## src/rtl/uart_threshold_commander_if.sv

```systemverilog
// rtl/uart_threshold_commander_if.sv - request, UART byte and response signals of the threshold commander
//
// Purpose: bundles the request handshake, the byte-level UART core connection and
//          the response strobe of uart_threshold_commander into one interface.
// Ports (signals):
//   cmd_valid/cmd_mode[2:0]/cmd_dir  request from panel/sequencer, cmd_ready back
//   tx_data[7:0]/tx_start/tx_idle    transmit side of the UART core
//   rx_data[7:0]/rx_valid            receive side of the UART core
//   resp_valid/resp_error/resp_value[15:0]  result of each accepted request
// Modports: master = the commander, slave = requester plus UART core.
interface uart_threshold_commander_if;
    logic        cmd_valid;
    logic [2:0]  cmd_mode;
    logic        cmd_dir;
    logic        cmd_ready;
    logic [7:0]  tx_data;
    logic        tx_start;
    logic        tx_idle;
    logic [7:0]  rx_data;
    logic        rx_valid;
    logic        resp_valid;
    logic        resp_error;
    logic [15:0] resp_value;

    modport master (
        input  cmd_valid, cmd_mode, cmd_dir, tx_idle, rx_data, rx_valid,
        output cmd_ready, tx_data, tx_start, resp_valid, resp_error, resp_value
    );

    modport slave (
        output cmd_valid, cmd_mode, cmd_dir, tx_idle, rx_data, rx_valid,
        input  cmd_ready, tx_data, tx_start, resp_valid, resp_error, resp_value
    );
endinterface

```

## src/rtl/uart_threshold_commander.sv

```systemverilog
// rtl/uart_threshold_commander.sv - host-side initiator for the threshold-tuning UART protocol
//
// Purpose: turns a one-shot request (mode, inc/dec) into [mode char] + 'w'/'s',
//          checks each echo and collects the 1- or 2-byte value reply.
// Ports:
//   clk  clock
//   rst  asynchronous active-high reset
//   bus  uart_threshold_commander_if.master (request, UART tx/rx, response)
// Parameters:
//   TIMEOUT_CYCLES  cycles allowed in one SEND/WAIT state before abort (>=2)
//   TO_W            timeout counter width, must hold TIMEOUT_CYCLES-1
module uart_threshold_commander #(
    parameter int TIMEOUT_CYCLES = 1000000,
    parameter int TO_W           = 20
) (
    input  logic                         clk,
    input  logic                         rst,
    uart_threshold_commander_if.master   bus
);

    localparam logic [2:0] S_IDLE           = 3'd0;
    localparam logic [2:0] S_SEND_MODE      = 3'd1;
    localparam logic [2:0] S_WAIT_MODE_ECHO = 3'd2;
    localparam logic [2:0] S_SEND_DIR       = 3'd3;
    localparam logic [2:0] S_WAIT_DIR_ECHO  = 3'd4;
    localparam logic [2:0] S_WAIT_VAL_LO    = 3'd5;
    localparam logic [2:0] S_WAIT_VAL_HI    = 3'd6;
    localparam logic [2:0] S_DONE           = 3'd7;

    localparam logic [TO_W-1:0] TO_LAST = TO_W'(TIMEOUT_CYCLES - 1);

    logic [2:0]      state;
    logic [2:0]      state_d;
    logic [TO_W-1:0] to_cnt;
    logic [2:0]      mode_q;
    logic            dir_q;
    logic [2:0]      cache_mode;
    logic            cache_valid;
    logic [7:0]      lo_q;
    logic [7:0]      tx_data_q;

    logic [7:0]      mode_char;
    logic [7:0]      dir_char;
    logic [7:0]      tx_char;
    logic            timed_state;
    logic            expire;
    logic            fin_err;
    logic [15:0]     fin_val;
    logic            cache_load;
    logic            lo_load;
    logic            accept;

    assign mode_char = 8'h41 + {5'd0, mode_q};
    assign dir_char  = dir_q ? 8'h77 : 8'h73;

    assign bus.cmd_ready = (state == S_IDLE);
    assign accept        = bus.cmd_valid && (state == S_IDLE);

    // Only SEND/WAIT states are supervised; IDLE and DONE never time out.
    assign timed_state = (state != S_IDLE) && (state != S_DONE);
    assign expire      = timed_state && (to_cnt == TO_LAST);

    // tx_start is issued combinationally in the SEND cycle so the first byte
    // can leave the cycle right after accept; tx_data follows the char being
    // sent and otherwise holds the last byte handed to the UART core.
    always_comb begin
        bus.tx_start = 1'b0;
        tx_char      = tx_data_q;
        if (state == S_SEND_MODE) begin
            bus.tx_start = bus.tx_idle;
            tx_char      = mode_char;
        end else if (state == S_SEND_DIR) begin
            bus.tx_start = bus.tx_idle;
            tx_char      = dir_char;
        end
        bus.tx_data = bus.tx_start ? tx_char : tx_data_q;
    end

    // Next state. A received byte is evaluated before the timeout so a byte
    // arriving in the expiry cycle still counts.
    always_comb begin
        state_d    = state;
        fin_err    = 1'b0;
        fin_val    = 16'd0;
        cache_load = 1'b0;
        lo_load    = 1'b0;
        case (state)
            S_IDLE: begin
                if (bus.cmd_valid) begin
                    if (bus.cmd_mode == 3'd7) begin
                        state_d = S_DONE;
                        fin_err = 1'b1;
                    end else if (cache_valid && (cache_mode == bus.cmd_mode)) begin
                        state_d = S_SEND_DIR;
                    end else begin
                        state_d = S_SEND_MODE;
                    end
                end
            end
            S_SEND_MODE: begin
                if (bus.tx_idle) begin
                    state_d = S_WAIT_MODE_ECHO;
                end else if (expire) begin
                    state_d = S_DONE;
                    fin_err = 1'b1;
                end
            end
            S_WAIT_MODE_ECHO: begin
                if (bus.rx_valid) begin
                    if (bus.rx_data == mode_char) begin
                        state_d    = S_SEND_DIR;
                        cache_load = 1'b1;
                    end else begin
                        state_d = S_DONE;
                        fin_err = 1'b1;
                    end
                end else if (expire) begin
                    state_d = S_DONE;
                    fin_err = 1'b1;
                end
            end
            S_SEND_DIR: begin
                if (bus.tx_idle) begin
                    state_d = S_WAIT_DIR_ECHO;
                end else if (expire) begin
                    state_d = S_DONE;
                    fin_err = 1'b1;
                end
            end
            S_WAIT_DIR_ECHO: begin
                if (bus.rx_valid) begin
                    if (bus.rx_data == dir_char) begin
                        state_d = S_WAIT_VAL_LO;
                    end else begin
                        state_d = S_DONE;
                        fin_err = 1'b1;
                    end
                end else if (expire) begin
                    state_d = S_DONE;
                    fin_err = 1'b1;
                end
            end
            S_WAIT_VAL_LO: begin
                if (bus.rx_valid) begin
                    lo_load = 1'b1;
                    if (mode_q == 3'd0) begin
                        state_d = S_WAIT_VAL_HI;
                    end else begin
                        state_d = S_DONE;
                        fin_val = {{8{bus.rx_data[7]}}, bus.rx_data};
                    end
                end else if (expire) begin
                    state_d = S_DONE;
                    fin_err = 1'b1;
                end
            end
            S_WAIT_VAL_HI: begin
                if (bus.rx_valid) begin
                    state_d = S_DONE;
                    fin_val = {bus.rx_data, lo_q};
                end else if (expire) begin
                    state_d = S_DONE;
                    fin_err = 1'b1;
                end
            end
            S_DONE: begin
                state_d = S_IDLE;
            end
            default: begin
                state_d = S_IDLE;
            end
        endcase
    end

    always_ff @(posedge clk or posedge rst) begin
        if (rst) begin
            state          <= S_IDLE;
            to_cnt         <= '0;
            mode_q         <= 3'd0;
            dir_q          <= 1'b0;
            cache_mode     <= 3'd0;
            cache_valid    <= 1'b0;
            lo_q           <= 8'd0;
            tx_data_q      <= 8'd0;
            bus.resp_valid <= 1'b0;
            bus.resp_error <= 1'b0;
            bus.resp_value <= 16'd0;
        end else begin
            state <= state_d;

            // Counts cycles spent in the current state; any transition restarts it.
            if ((state_d != state) || !timed_state) begin
                to_cnt <= '0;
            end else begin
                to_cnt <= to_cnt + 1'b1;
            end

            if (accept) begin
                mode_q <= bus.cmd_mode;
                dir_q  <= bus.cmd_dir;
            end

            if (bus.tx_start) begin
                tx_data_q <= tx_char;
            end

            if (lo_load) begin
                lo_q <= bus.rx_data;
            end

            if (cache_load) begin
                cache_mode  <= mode_q;
                cache_valid <= 1'b1;
            end else if (fin_err) begin
                cache_valid <= 1'b0;
            end

            // Response strobe lives exactly for the DONE cycle; the value is
            // only rewritten on the way into DONE and holds otherwise.
            bus.resp_valid <= (state_d == S_DONE);
            bus.resp_error <= (state_d == S_DONE) && fin_err;
            if (state_d == S_DONE) begin
                bus.resp_value <= fin_err ? 16'd0 : fin_val;
            end
        end
    end

endmodule
```

## src/flat_wrapper.sv

```systemverilog
// flat-port wrapper written by rule: the top's interface ports become plain ports
module uart_threshold_commander_flat 
#(
    parameter int TIMEOUT_CYCLES = 1000000,
    parameter int TO_W           = 20
)
  (clk, rst, bus_cmd_valid, bus_cmd_mode, bus_cmd_dir, bus_tx_idle, bus_rx_data, bus_rx_valid, bus_cmd_ready, bus_tx_data, bus_tx_start, bus_resp_valid, bus_resp_error, bus_resp_value);
  uart_threshold_commander_if bus_i ();
  input  logic clk;
  input  logic rst;
  input wire logic [$bits(bus_i.cmd_valid)-1:0] bus_cmd_valid;
  input wire logic [$bits(bus_i.cmd_mode)-1:0] bus_cmd_mode;
  input wire logic [$bits(bus_i.cmd_dir)-1:0] bus_cmd_dir;
  input wire logic [$bits(bus_i.tx_idle)-1:0] bus_tx_idle;
  input wire logic [$bits(bus_i.rx_data)-1:0] bus_rx_data;
  input wire logic [$bits(bus_i.rx_valid)-1:0] bus_rx_valid;
  output wire logic [$bits(bus_i.cmd_ready)-1:0] bus_cmd_ready;
  output wire logic [$bits(bus_i.tx_data)-1:0] bus_tx_data;
  output wire logic [$bits(bus_i.tx_start)-1:0] bus_tx_start;
  output wire logic [$bits(bus_i.resp_valid)-1:0] bus_resp_valid;
  output wire logic [$bits(bus_i.resp_error)-1:0] bus_resp_error;
  output wire logic [$bits(bus_i.resp_value)-1:0] bus_resp_value;
  assign bus_i.cmd_valid = bus_cmd_valid;
  assign bus_i.cmd_mode = bus_cmd_mode;
  assign bus_i.cmd_dir = bus_cmd_dir;
  assign bus_i.tx_idle = bus_tx_idle;
  assign bus_i.rx_data = bus_rx_data;
  assign bus_i.rx_valid = bus_rx_valid;
  assign bus_cmd_ready = bus_i.cmd_ready;
  assign bus_tx_data = bus_i.tx_data;
  assign bus_tx_start = bus_i.tx_start;
  assign bus_resp_valid = bus_i.resp_valid;
  assign bus_resp_error = bus_i.resp_error;
  assign bus_resp_value = bus_i.resp_value;
  uart_threshold_commander #(.TIMEOUT_CYCLES(TIMEOUT_CYCLES), .TO_W(TO_W)) u_core (.clk(clk), .rst(rst), .bus(bus_i));
endmodule
```

## config.mk

```make
export PLATFORM = sky130hd
export DESIGN_NAME = uart_threshold_commander_flat
export DESIGN_NICKNAME = d
export VERILOG_FILES = /design/src/rtl/uart_threshold_commander_if.sv /design/src/rtl/uart_threshold_commander.sv /design/src/flat_wrapper.sv
export SDC_FILE = /design/constraint.sdc
export NUM_CORES = 1
export LEC_CHECK = 0
export CORE_ASPECT_RATIO = 2
export CORE_UTILIZATION = 46
export CTS_CLUSTER_DIAMETER = 30
export DETAILED_ROUTE_END_ITERATION = 8
export PLACE_DENSITY = 0.65
export SETUP_SLACK_MARGIN = 0.1
export SLEW_MARGIN = 20
export SYNTH_ARGS = -nofsm -noshare
export SYNTH_HDL_FRONTEND = slang
export SYNTH_SLANG_ARGS = --single-unit
```

## constraint.sdc

```tcl
create_clock -name clk -period 2.5 [get_ports clk]
set_clock_uncertainty 0.1 [all_clocks]
set_input_delay 0.5 -clock clk [delete_from_list [all_inputs] [get_ports clk]]
set_output_delay 0.5 -clock clk [all_outputs]
set_load 0.05 [all_outputs]
```

==> flow_metrics.tcl <==
set metrics [dict create \
    setup_viol_count_final 0 \
    critical_path_class "register to output port" \
    vdd_drop_max_mv 0.875 \
    grt_antenna_before_repair 0 \
    clk_root_buffer_cell "sky130_fd_sc_hd__clkbuf_16" \
    timing.final.ws_setup_ns 0.146 \
    avgSynthCellArea_um2 10.2 \
    cts-buffers-inserted 9 \
    async_flop_share 1.00 \
    timing.final.crit_period_ns 2.35 \
    die-height_um 126 \
    synth_top_flop_cell "sky130_fd_sc_hd__dfrtp_1" \
    detail_placement_hpwl_um 6780 \
    diodes 0 \
    synth_top_area_share 0.460 \
    grt_start_max_net_pins 66 \
    postCtsHoldBufs 0 \
    initial_core_utilization 0.483 \
    crit_path_top_delay_cell "sky130_fd_sc_hd__dfrtp_1" \
    pin_count 45 \
    clkSinkCount 65 \
    synth-seq-cells 65 \
    std_cell_rows 44 \
    synth.top_cells.by_area "sky130_fd_sc_hd__dfrtp_1 46%, sky130_fd_sc_hd__nor3_2 5.7%, sky130_fd_sc_hd__xor2_1 4.0%, sky130_fd_sc_hd__nand2_1 3.3%, sky130_fd_sc_hd__mux2_2 3.2%" \
    via_count 3002 \
    fp.dieArea_um2 8060 \
    drive_gt1_frac 0.314 \
    detail_routed_net_length_per_standard_cell_um 17.7 \
    final_cells 534 \
    cts_buffer_depth 2 \
    relSlewSlack 0.650 \
    htreeDepth 3 \
    status "finished, final reports clean" \
    yosys.cell_types.count 59 \
    seq_area_frac_synth 0.460 \
    first_pass_iters 4 \
    area_delta_synth_final_pct 42.3 \
    detail_route.vias_per_cell 5.62 \
    dpl_worst_slack_ns -0.321 \
    fmaxAchievable_ghz 0.425 \
    finish.net_count 457 \
    synth_area_um2 3540 \
    worst-path-max-fanout 6 \
    final_count_of_hold_timing_violations 0 \
    grt_first_pass_wirelength_um 15100 \
    critPathRequiredTime_ns 1.90 \
    tritoncts "yes" \
    register_to_register_setup_slack_ns 0.20 \
    worstSetupStartpointType "register" \
    crit_chain "buf_4, ha_4, xnor2_1, nor2_1, a21oi_2, o21ai_1, buf_4, buf_12" \
    remaining_drc_errors 0 \
    synth_top_area_cell "sky130_fd_sc_hd__dfrtp_1" \
    yosysWarningCount 0 \
    synth-edff-count 0 \
    place_inst 512 \
    max_cap_violations 0 \
    critical_path_arrival_ns 1.75 \
    drtAntennaViolNets 0 \
    die_w_um 64.0 \
    gpl_congestion 0.890 \
    worst_slew_pin_slew_ns 0.523 \
    drt-initial-drc-count 196 \
    clock_insertion_delay_worst_skew_ns 0.34 \
    rsz0062_at_grt "true" \
    setup.worst_path.end_class "output port" \
    p_leak_nw 2.20 \
    min_period_over_period 0.942 \
    power.density_nw_per_um2 1320 \
    first_global_vias 3102 \
    grt_util_all_layers 0.253 \
    synth_nets 366 \
    critical-path-max-stage-delay_ns 0.37 \
    overflow 0 \
    path_common_cell "sky130_fd_sc_hd__buf_4" \
    routed_wirelength_um 9430 \
    fin_setup_tns_ns 0 \
    fp.coreArea_um2 7320 \
    min_path_type "register to register" \
    netlist_instances 346 \
    path_clk_slew_ns 0.06 \
    port_buffers 44 \
    slew_viol_final 0 \
]
==> kinds of logic (layout without fill, tap and decap cells) <==
kind of cell,after synthesis,in the layout,synth area share
AO/OA/AOI/OAI,79,79,0.154
XOR/XNOR,26,26,0.0644
adder cells (fa/ha/maj),3,3,0.0106
buffers and inverters,31,127,0.0442
flip-flops,65,65,0.460
multiplexers,13,13,0.0414
AND/OR/NAND/NOR,129,129,0.226
==> per-layer routing <==
metal,global-route usage,wire (um),vias up
met3,0.0389,253,29
met4,0.176,444,0
met5,0,0,-
li1,-,-,1437
met2,0.466,5430,69
met1,0.247,3300,1467
==> timing repair <==
| action | CTS | global route |
|---|---|---|
| buffers inserted | 1 | 2 |
| pin swaps | 1 | 6 |
| resized for setup | 9 | 22 |
| endpoints found under the hold margin | 0 | 0 |
| cloned | 0 | 3 |
| setup endpoints to repair | 42 | 45 |
==> final timing paths <==
| check | start | endpoint | cells past startpoint |
|---|---|---|---|
| max | u_core.mode_q[0]$_DFFE_PP0P_ | bus_tx_data[2] | 8 |
| min | u_core.to_cnt[0]$_DFF_PP0_ | u_core.to_cnt[0]$_DFF_PP0_ | 1 |
| max reg2reg | u_core.dir_q$_DFFE_PP0P_ | u_core.to_cnt[10]$_DFF_PP0_ | 7 |
| min reg2reg | u_core.to_cnt[0]$_DFF_PP0_ | u_core.to_cnt[0]$_DFF_PP0_ | 1 |
| max in group asynchronous | rst | u_core.to_cnt[0]$_DFF_PP0_ | 3 |
| min in group asynchronous | rst | u_core.tx_data_q[6]$_DFF_PP0_ | 3 |
==> where the power goes <==
part           internal [mW]  switching, mW  leakage, nW  total [mW]
clock network          0.927          0.466        0.155        1.39
registers               1.35          0.191        0.842        1.54
logic                   1.54           2.18         1.20        3.72
==> stage by stage <==
step | instance area (um^2) | total power, mW | hold slack, ns | utilization
after global placement | 4500 | 4.86 | 0.370 | 0.614
after CTS | 4860 | 6.36 | 0.406 | 0.664
after detailed placement | 4500 | 4.90 | 0.384 | 0.614
final | 5030 | 6.65 | 0.401 | 0.687
after global routing | 5030 | 6.96 | 0.420 | 0.687
after floorplan | 3550 | 3.62 | 0.379 | -
==> worst max-delay path: cells and delay by family, from the launching register on <==
family          cells  cell delay (ns)
buf+inv             3             0.45
xor+xnor            1             0.13
compound gates      2             0.21
fa+ha+maj           1             0.17
flops               1             0.37
simple gates        1             0.07
==> area by class of cell <==
type	count	area [um^2]
Clock inverter	4	75.1
Sequential cell	65	1630
Clock buffer	12	256
Inverter	10	40.0
Multi-Input combinational cell	250	1870
Timing Repair Buffer	101	1050
Tap cell	92	115
Fill cell	569	2290
==> synth_stat cells, types with 6 or more instances <==
master                     instances
sky130_fd_sc_hd__dfrtp_1          65
sky130_fd_sc_hd__nand2_1          31
sky130_fd_sc_hd__nor3_2           20
sky130_fd_sc_hd__nor2_1           19
sky130_fd_sc_hd__a21oi_1          18
sky130_fd_sc_hd__a31oi_1          16
sky130_fd_sc_hd__xor2_1           16
sky130_fd_sc_hd__nand3_1          13
sky130_fd_sc_hd__buf_2            11
sky130_fd_sc_hd__mux2_2           10
sky130_fd_sc_hd__xnor2_1          10
sky130_fd_sc_hd__a211oi_1          9
sky130_fd_sc_hd__inv_1             7
sky130_fd_sc_hd__nor2b_1           7
sky130_fd_sc_hd__a22oi_1           6
sky130_fd_sc_hd__clkbuf_1          6
sky130_fd_sc_hd__nand4_1           6
sky130_fd_sc_hd__o21ai_1           6
==> cells in the final DEF (no fill, tap or decap), types with 6 or more instances in the layout <==
| cell | synthesis | final |
|---|---|---|
| sky130_fd_sc_hd__nor3_4 | 0 | 6 |
| sky130_fd_sc_hd__buf_12 | 0 | 12 |
| sky130_fd_sc_hd__clkdlybuf4s50_1 | 0 | 24 |
| sky130_fd_sc_hd__a21oi_1 | 18 | 17 |
| sky130_fd_sc_hd__nor3_2 | 20 | 14 |
| sky130_fd_sc_hd__nand4_1 | 6 | 6 |
| sky130_fd_sc_hd__inv_1 | 7 | 6 |
| sky130_fd_sc_hd__xor2_1 | 16 | 16 |
| sky130_fd_sc_hd__nand2_1 | 31 | 31 |
| sky130_fd_sc_hd__a22oi_1 | 6 | 6 |
| sky130_fd_sc_hd__dfrtp_1 | 65 | 64 |
| sky130_fd_sc_hd__a31oi_1 | 16 | 15 |
| sky130_fd_sc_hd__nor2_1 | 19 | 18 |
| sky130_fd_sc_hd__dlymetal6s2s_1 | 0 | 7 |
| sky130_fd_sc_hd__buf_4 | 1 | 52 |
| sky130_fd_sc_hd__nand3_1 | 13 | 12 |
| sky130_fd_sc_hd__xnor2_1 | 10 | 10 |
| sky130_fd_sc_hd__nor2b_1 | 7 | 7 |
| sky130_fd_sc_hd__clkbuf_16 | 0 | 11 |
| sky130_fd_sc_hd__mux2_2 | 10 | 10 |
| sky130_fd_sc_hd__a211oi_1 | 9 | 9 |
==> sequential cells by signal, indices dropped and copies added (netlist names) <==
signal / cells
u_core.to_cnt: 20
u_core.bus.resp_value: 16
u_core.lo_q: 8
u_core.tx_data_q: 8
u_core.cache_mode: 3
u_core.mode_q: 3
u_core.state: 3
u_core.bus.resp_error: 1
u_core.bus.resp_valid: 1
u_core.cache_valid: 1
u_core.dir_q: 1
Note: power is estimated with default switching activity, not from simulation.
